## config.mk

```make
export PLATFORM = sky130hd
export DESIGN_NAME = flex_fifo
export DESIGN_NICKNAME = d
export VERILOG_FILES = /design/src/rtl/flex_fifo_pkg.sv /design/src/rtl/flex_fifo_ptr.sv /design/src/rtl/flex_fifo.sv
export SDC_FILE = /design/constraint.sdc
export NUM_CORES = 1
export LEC_CHECK = 0
export CORE_ASPECT_RATIO = 0.7
export CORE_MARGIN = 2
export CORE_UTILIZATION = 35
export DETAILED_ROUTE_END_ITERATION = 8
export HOLD_SLACK_MARGIN = 0.12
export MAX_ROUTING_LAYER = met4
export PLACE_DENSITY = 0.48
export SLEW_MARGIN = 20
export SYNTH_ARGS = -nofsm -noshare
export SYNTH_HDL_FRONTEND = slang
export SYNTH_SLANG_ARGS = --single-unit
export TNS_END_PERCENT = 10
```

## constraint.sdc

```tcl
create_clock -name clk -period 3.1 [get_ports clk]
set_clock_uncertainty 0.1 [all_clocks]
set_input_delay 0.62 -clock clk [delete_from_list [all_inputs] [get_ports clk]]
set_output_delay 0.62 -clock clk [all_outputs]
set_load 0.1 [all_outputs]
```

## src/rtl/flex_fifo_pkg.sv

```systemverilog
// Shared constants and helpers for flex_fifo: default sizing, level width and the
// per-edge operation encoding used by the occupancy counter.
package flex_fifo_pkg;

  localparam int DEF_ASIZE     = 4;
  localparam int DEF_DSIZE     = 32;
  localparam int DEF_AEMPTY_TH = 1;

  // Occupancy must represent 0..2**asize inclusive, hence one extra bit.
  function automatic int lvl_w(input int asize);
    return asize + 1;
  endfunction

  function automatic int def_afull_th(input int asize);
    return (2 ** asize) - 2;
  endfunction

  typedef enum logic [1:0] {
    OP_NONE = 2'b00,
    OP_RD   = 2'b01,
    OP_WR   = 2'b10,
    OP_BOTH = 2'b11
  } fifo_op_e;

endpackage

```

## src/rtl/flex_fifo_ptr.sv

```systemverilog
// Wrap-around pointer: W-bit counter, sync reset/clear, increments on inc.
// The extra MSB beyond the address bits distinguishes full from empty.
module flex_fifo_ptr
  import flex_fifo_pkg::*;
#(
  parameter int W = DEF_ASIZE + 1
) (
  input  logic         clk,
  input  logic         rst,
  input  logic         clear,
  input  logic         inc,
  output logic [W-1:0] ptr
);

  always_ff @(posedge clk) begin
    if (rst || clear) begin
      ptr <= '0;
    end else if (inc) begin
      ptr <= ptr + W'(1);
    end
  end

endmodule

```

## src/rtl/flex_fifo.sv

```systemverilog
// Single-clock first-word-fall-through FIFO, zero read latency; wr_ready/rd_valid depend only on state.
// Optional high-water mark tracking when FLEX_FIFO_WATERMARK_EN is defined.
module flex_fifo
  import flex_fifo_pkg::*;
#(
  parameter int ASIZE     = DEF_ASIZE,
  parameter int DSIZE     = DEF_DSIZE,
  parameter int AFULL_TH  = def_afull_th(ASIZE),
  parameter int AEMPTY_TH = DEF_AEMPTY_TH
) (
  input  logic             clk,
  input  logic             rst,
  input  logic             clear_n,
  input  logic [DSIZE-1:0] wr_data,
  input  logic             wr_valid,
  output logic             wr_ready,
  output logic [DSIZE-1:0] rd_data,
  output logic             rd_valid,
  input  logic             rd_ready,
  output logic [ASIZE:0]   level,
  output logic             almost_full,
  output logic             almost_empty
`ifdef FLEX_FIFO_WATERMARK_EN
  ,
  input  logic             wm_clear,
  output logic [ASIZE:0]   max_level
`endif
);

  localparam int LW    = lvl_w(ASIZE);
  localparam int DEPTH = 2 ** ASIZE;

  logic [DSIZE-1:0] mem [DEPTH];
  logic [ASIZE:0]   wr_ptr;
  logic [ASIZE:0]   rd_ptr;
  logic             full;
  logic             empty;
  logic             clr;
  logic             wr_fire;
  logic             rd_fire;
  fifo_op_e         op;

  flex_fifo_ptr #(.W(LW)) u_wr_ptr (
    .clk   (clk),
    .rst   (rst),
    .clear (clr),
    .inc   (wr_fire),
    .ptr   (wr_ptr)
  );

  flex_fifo_ptr #(.W(LW)) u_rd_ptr (
    .clk   (clk),
    .rst   (rst),
    .clear (clr),
    .inc   (rd_fire),
    .ptr   (rd_ptr)
  );

  assign clr   = ~clear_n;
  assign empty = (wr_ptr == rd_ptr);
  assign full  = (wr_ptr[ASIZE] != rd_ptr[ASIZE]) &&
                 (wr_ptr[ASIZE-1:0] == rd_ptr[ASIZE-1:0]);

  assign wr_ready = ~full;
  assign rd_valid = ~empty;
  assign wr_fire  = wr_valid & wr_ready;
  assign rd_fire  = rd_valid & rd_ready;
  assign op       = fifo_op_e'({wr_fire, rd_fire});

  // Storage is deliberately not reset; pointers alone define what is valid.
  always_ff @(posedge clk) begin
    if (wr_fire && !clr && !rst) begin
      mem[wr_ptr[ASIZE-1:0]] <= wr_data;
    end
  end

  assign rd_data = mem[rd_ptr[ASIZE-1:0]];

  always_ff @(posedge clk) begin
    if (rst || clr) begin
      level <= '0;
    end else begin
      case (op)
        OP_WR:   level <= level + LW'(1);
        OP_RD:   level <= level - LW'(1);
        default: level <= level;
      endcase
    end
  end

  assign almost_full  = (level >= LW'(AFULL_TH));
  assign almost_empty = (level <= LW'(AEMPTY_TH));

`ifdef FLEX_FIFO_WATERMARK_EN
  // Tracks registered level, so it trails level by one edge.
  always_ff @(posedge clk) begin
    if (rst || clr) begin
      max_level <= '0;
    end else if (wm_clear) begin
      max_level <= level;
    end else if (level > max_level) begin
      max_level <= level;
    end
  end
`endif

endmodule

```

==> run_results.csv <==
group,metric,value,unit
run_status,status,"complete, but fails checks",
run_status,violations,"negative setup slack",
placement,port_buffers,77,
cts,insertion_delay,0.59,ns
cts,cts_made_buffers,52,
critical_path,path_cells,"buf_12, buf_6, mux4_1, mux4_2, buf_12",
synthesis,ys.warnings.count,0,
synthesis,synth_top_flop_cell,"edfxtp_1",
synthesis,syn_avg_cell_area,24.3,um2
power,p_comb_share,4.0,%
power,p_per_area,597,nW/um2
timing,worst_pin_slew,0.699,ns
cts,clk_pin_slew,0.06,ns
route,vias,9353,
route,finalWirelength,47.9,mm
global_routing,grt-ovfl-total,0,
placement,gp_congestion,0.706,
timing,hold_violations,0,
cts,clock_sinks,531,
cts,clock_path_buffers,3,
power,finalPower,15200,uW
final_layout,fin_area,25400,um2
critical_path,crit_family,"multiplexers",
die,io_pins,78,
synthesis,synth_cells,850,
final_layout,fin_nets,1054,
final_layout,area_delta_synth_final,22.7,%
synthesis,ys_top_cells_by_area,"edfxtp_1 (74%), mux4_2 (12%), mux4_1 (6.4%)",
critical_path,critical_path.max_stage_delay,0.60,ns
power,static-leakage-power,0.00783,uW
placement,hpwlAfterDp,24.9,mm
power,power_frac_seq,52.0,%
timing,whs,0.417,ns
die,die-area,61100,um2
critical_path,arrival,2.69,ns
die,start_util,35.4,%
timing,rsz0062_at_grt,"yes",
die,core_area,58400,um2
die,die_w,295,um
cts,tritoncts,"done",
route,drt_first_iter_violations,851,
synthesis,synth-async-reset-ratio,0,%
synthesis,seq_area_frac_synth,76.2,%
global_routing,grt_pass1_wl,69.3,mm
die,die_h,207,um
critical_path,crit_buf_inv,3,
final_layout,regArea,15800,um2
critical_path,worstSetupPathType,"flip-flop to output pin",
global_routing,antenna_found_initial,1,
final_layout,instances_no_fill,1848,
synthesis,synth_top_area_share,74.3,%
cts,cts_hold_buf,0,
power,p_sw,3120,uW
critical_path,required,2.38,ns
global_routing,grt_pass1_vias,9716,
critical_path,critPathCaptureType,"output pin",
power,switching_share,20.6,%
timing,finalWorstSetupSlack,-0.309,ns
critical_path,start_kind,"flip-flop",
timing,fmax,293,MHz
die,rows,74,
synthesis,syn-cell-area,20700,um2
synthesis,synthesis.nets,897,
power,p_clk_share,43.9,%
route,wl_per_cell,25.9,um
timing,post-route-period-util,110,%
route,firstDrtPassIters,5,
power,internal-power,12000,uW
placement,placed_cells,1735,
placement,dpl_cell_area,23400,um2
critical_path,r2r_setup_slack,0.41,ns
critical_path,path_common_cell,"buf_12",
critical_path,slowest_stage,"mux4_2",
timing,finalSetupViolCount,32,
timing,maxSlewHeadroom,53.4,%
synthesis,synth_cell_type_count,38,
timing,period_needed,3.41,ns
synthesis,yosysMostFrequentCell,"edfxtp_1",
final_layout,multi_input_area,4540,um2
synthesis,ys_seq_elements,531,
route,ant_nets,0,
flow_run,drv_cap,0,
global_routing,grt_usage,16.2,%
min_path,min_path_type,"flip-flop to flip-flop",
route,vias_per_cell,5.06,
route,route.detailed.drc,0,
global_routing,grt_max_degree,73,
cts,htree_levels,2,
final_layout,fillers,4937,
final_layout,layout-drive-gt1-share,33.7,%
placement,post-place-ws,0.0755,ns
power,ir_drop,420,uV
synthesis,synth.largest_area_cell,"edfxtp_1",
synthesis,synth-edff-count,512,
synthesis,synthTopCellsByCount,"edfxtp_1 (512), mux4_2 (110), mux4_1 (50)",
timing,drv_slew,0,
cts,cts_root_buf,"clkbuf_16",
critical_path,cp_max_fo,6,
-- placed cells by master, fill, tap and decap left out, types with 5 or more instances in the layout --
cell / synthesis / routed
a21oi_1: 7 / 7
and4_2: 0 / 16
buf_12: 0 / 70
buf_4: 1 / 25
buf_6: 11 / 5
bufinv_16: 0 / 9
clkbuf_1: 18 / 7
clkbuf_16: 0 / 57
clkdlybuf4s50_1: 0 / 36
clkinv_1: 0 / 7
clkinv_2: 0 / 11
dfxtp_1: 19 / 15
edfxtp_1: 512 / 512
ha_1: 10 / 10
inv_1: 8 / 8
mux2i_1: 7 / 7
mux4_1: 50 / 21
mux4_2: 110 / 139
nand2_1: 12 / 12
nor2_1: 6 / 6
o21ai_0: 6 / 6
xnor2_1: 7 / 7
-- worst min-delay path, cell delays in order, from the launching register on --
cell and delay (ns):
dfxtp_1 0.34, nand2_1 0.06, o21ai_0 0.06
-- state kept, by name, summed over array words and instances, names as in the netlist, named ones only --
signal and cells:
u_rd_ptr.ptr 5, u_wr_ptr.ptr 5, mem 512, level 5
-- stage by stage --
stage	utilization (%)	setup TNS, ns
after floorplan	-	0
after global placement	40.0	0
after detailed placement	40.0	0
after CTS	43.2	-9.25
after global routing	43.4	-10.34
final	43.4	-7.62
-- cells by family after synthesis --
logic type | synth area share (%)
DFF | 76.2
muxes | 18.7
and+or+nand+nor | 1.81
buffers and inverters | 1.52
AOI/OAI and AO/OA | 0.798
xor gates and xnor gates | 0.423
adders and majority gates | 0.605
-- routing by layer --
metal	part of all wire [%]	global-route usage (%)
met1	48	23.6
met2	46	23.9
met3	4.5	2.87
met4	1.4	3.27
met5	0	-
-- power groups by stage --
stage | clock network [uW] | registers [uW] | logic, uW
after floorplan | 0 | 8060 | 305
after global placement | 0 | 8040 | 589
after detailed placement | 0 | 8040 | 595
after CTS | 6840 | 7890 | 606
after global routing | 7130 | 7890 | 649
final | 6660 | 7890 | 610
-- area by class of cell --
cell class                      instances  area share, %
Clock buffer                           61           5.38
Antenna cell                            1        0.00986
Inverter                                8          0.118
Sequential cell                       531           62.1
Multi-Input combinational cell        269           17.9
Tap cell                              798           3.93
Timing Repair Buffer                  145           8.79
Clock inverter                         35           1.74
-- worst paths after layout --
check / start / endpoint / cells past startpoint
worst max register to register: u_wr_ptr.ptr[1] / level[3] / 9
worst max-delay path: flip-flop / rd_data[6] / 5
worst min-delay path: u_wr_ptr.ptr[4] / u_wr_ptr.ptr[4] / 2
worst min register to register: u_wr_ptr.ptr[4] / u_wr_ptr.ptr[4] / 2
-- repair_timing --
item	in CTS	in global routing
setup buffers	7	3
gates resized for setup	31	11
endpoints found under the setup margin	32	32
gates cloned	1	5
Note: power is estimated with default switching activity, not from simulation.
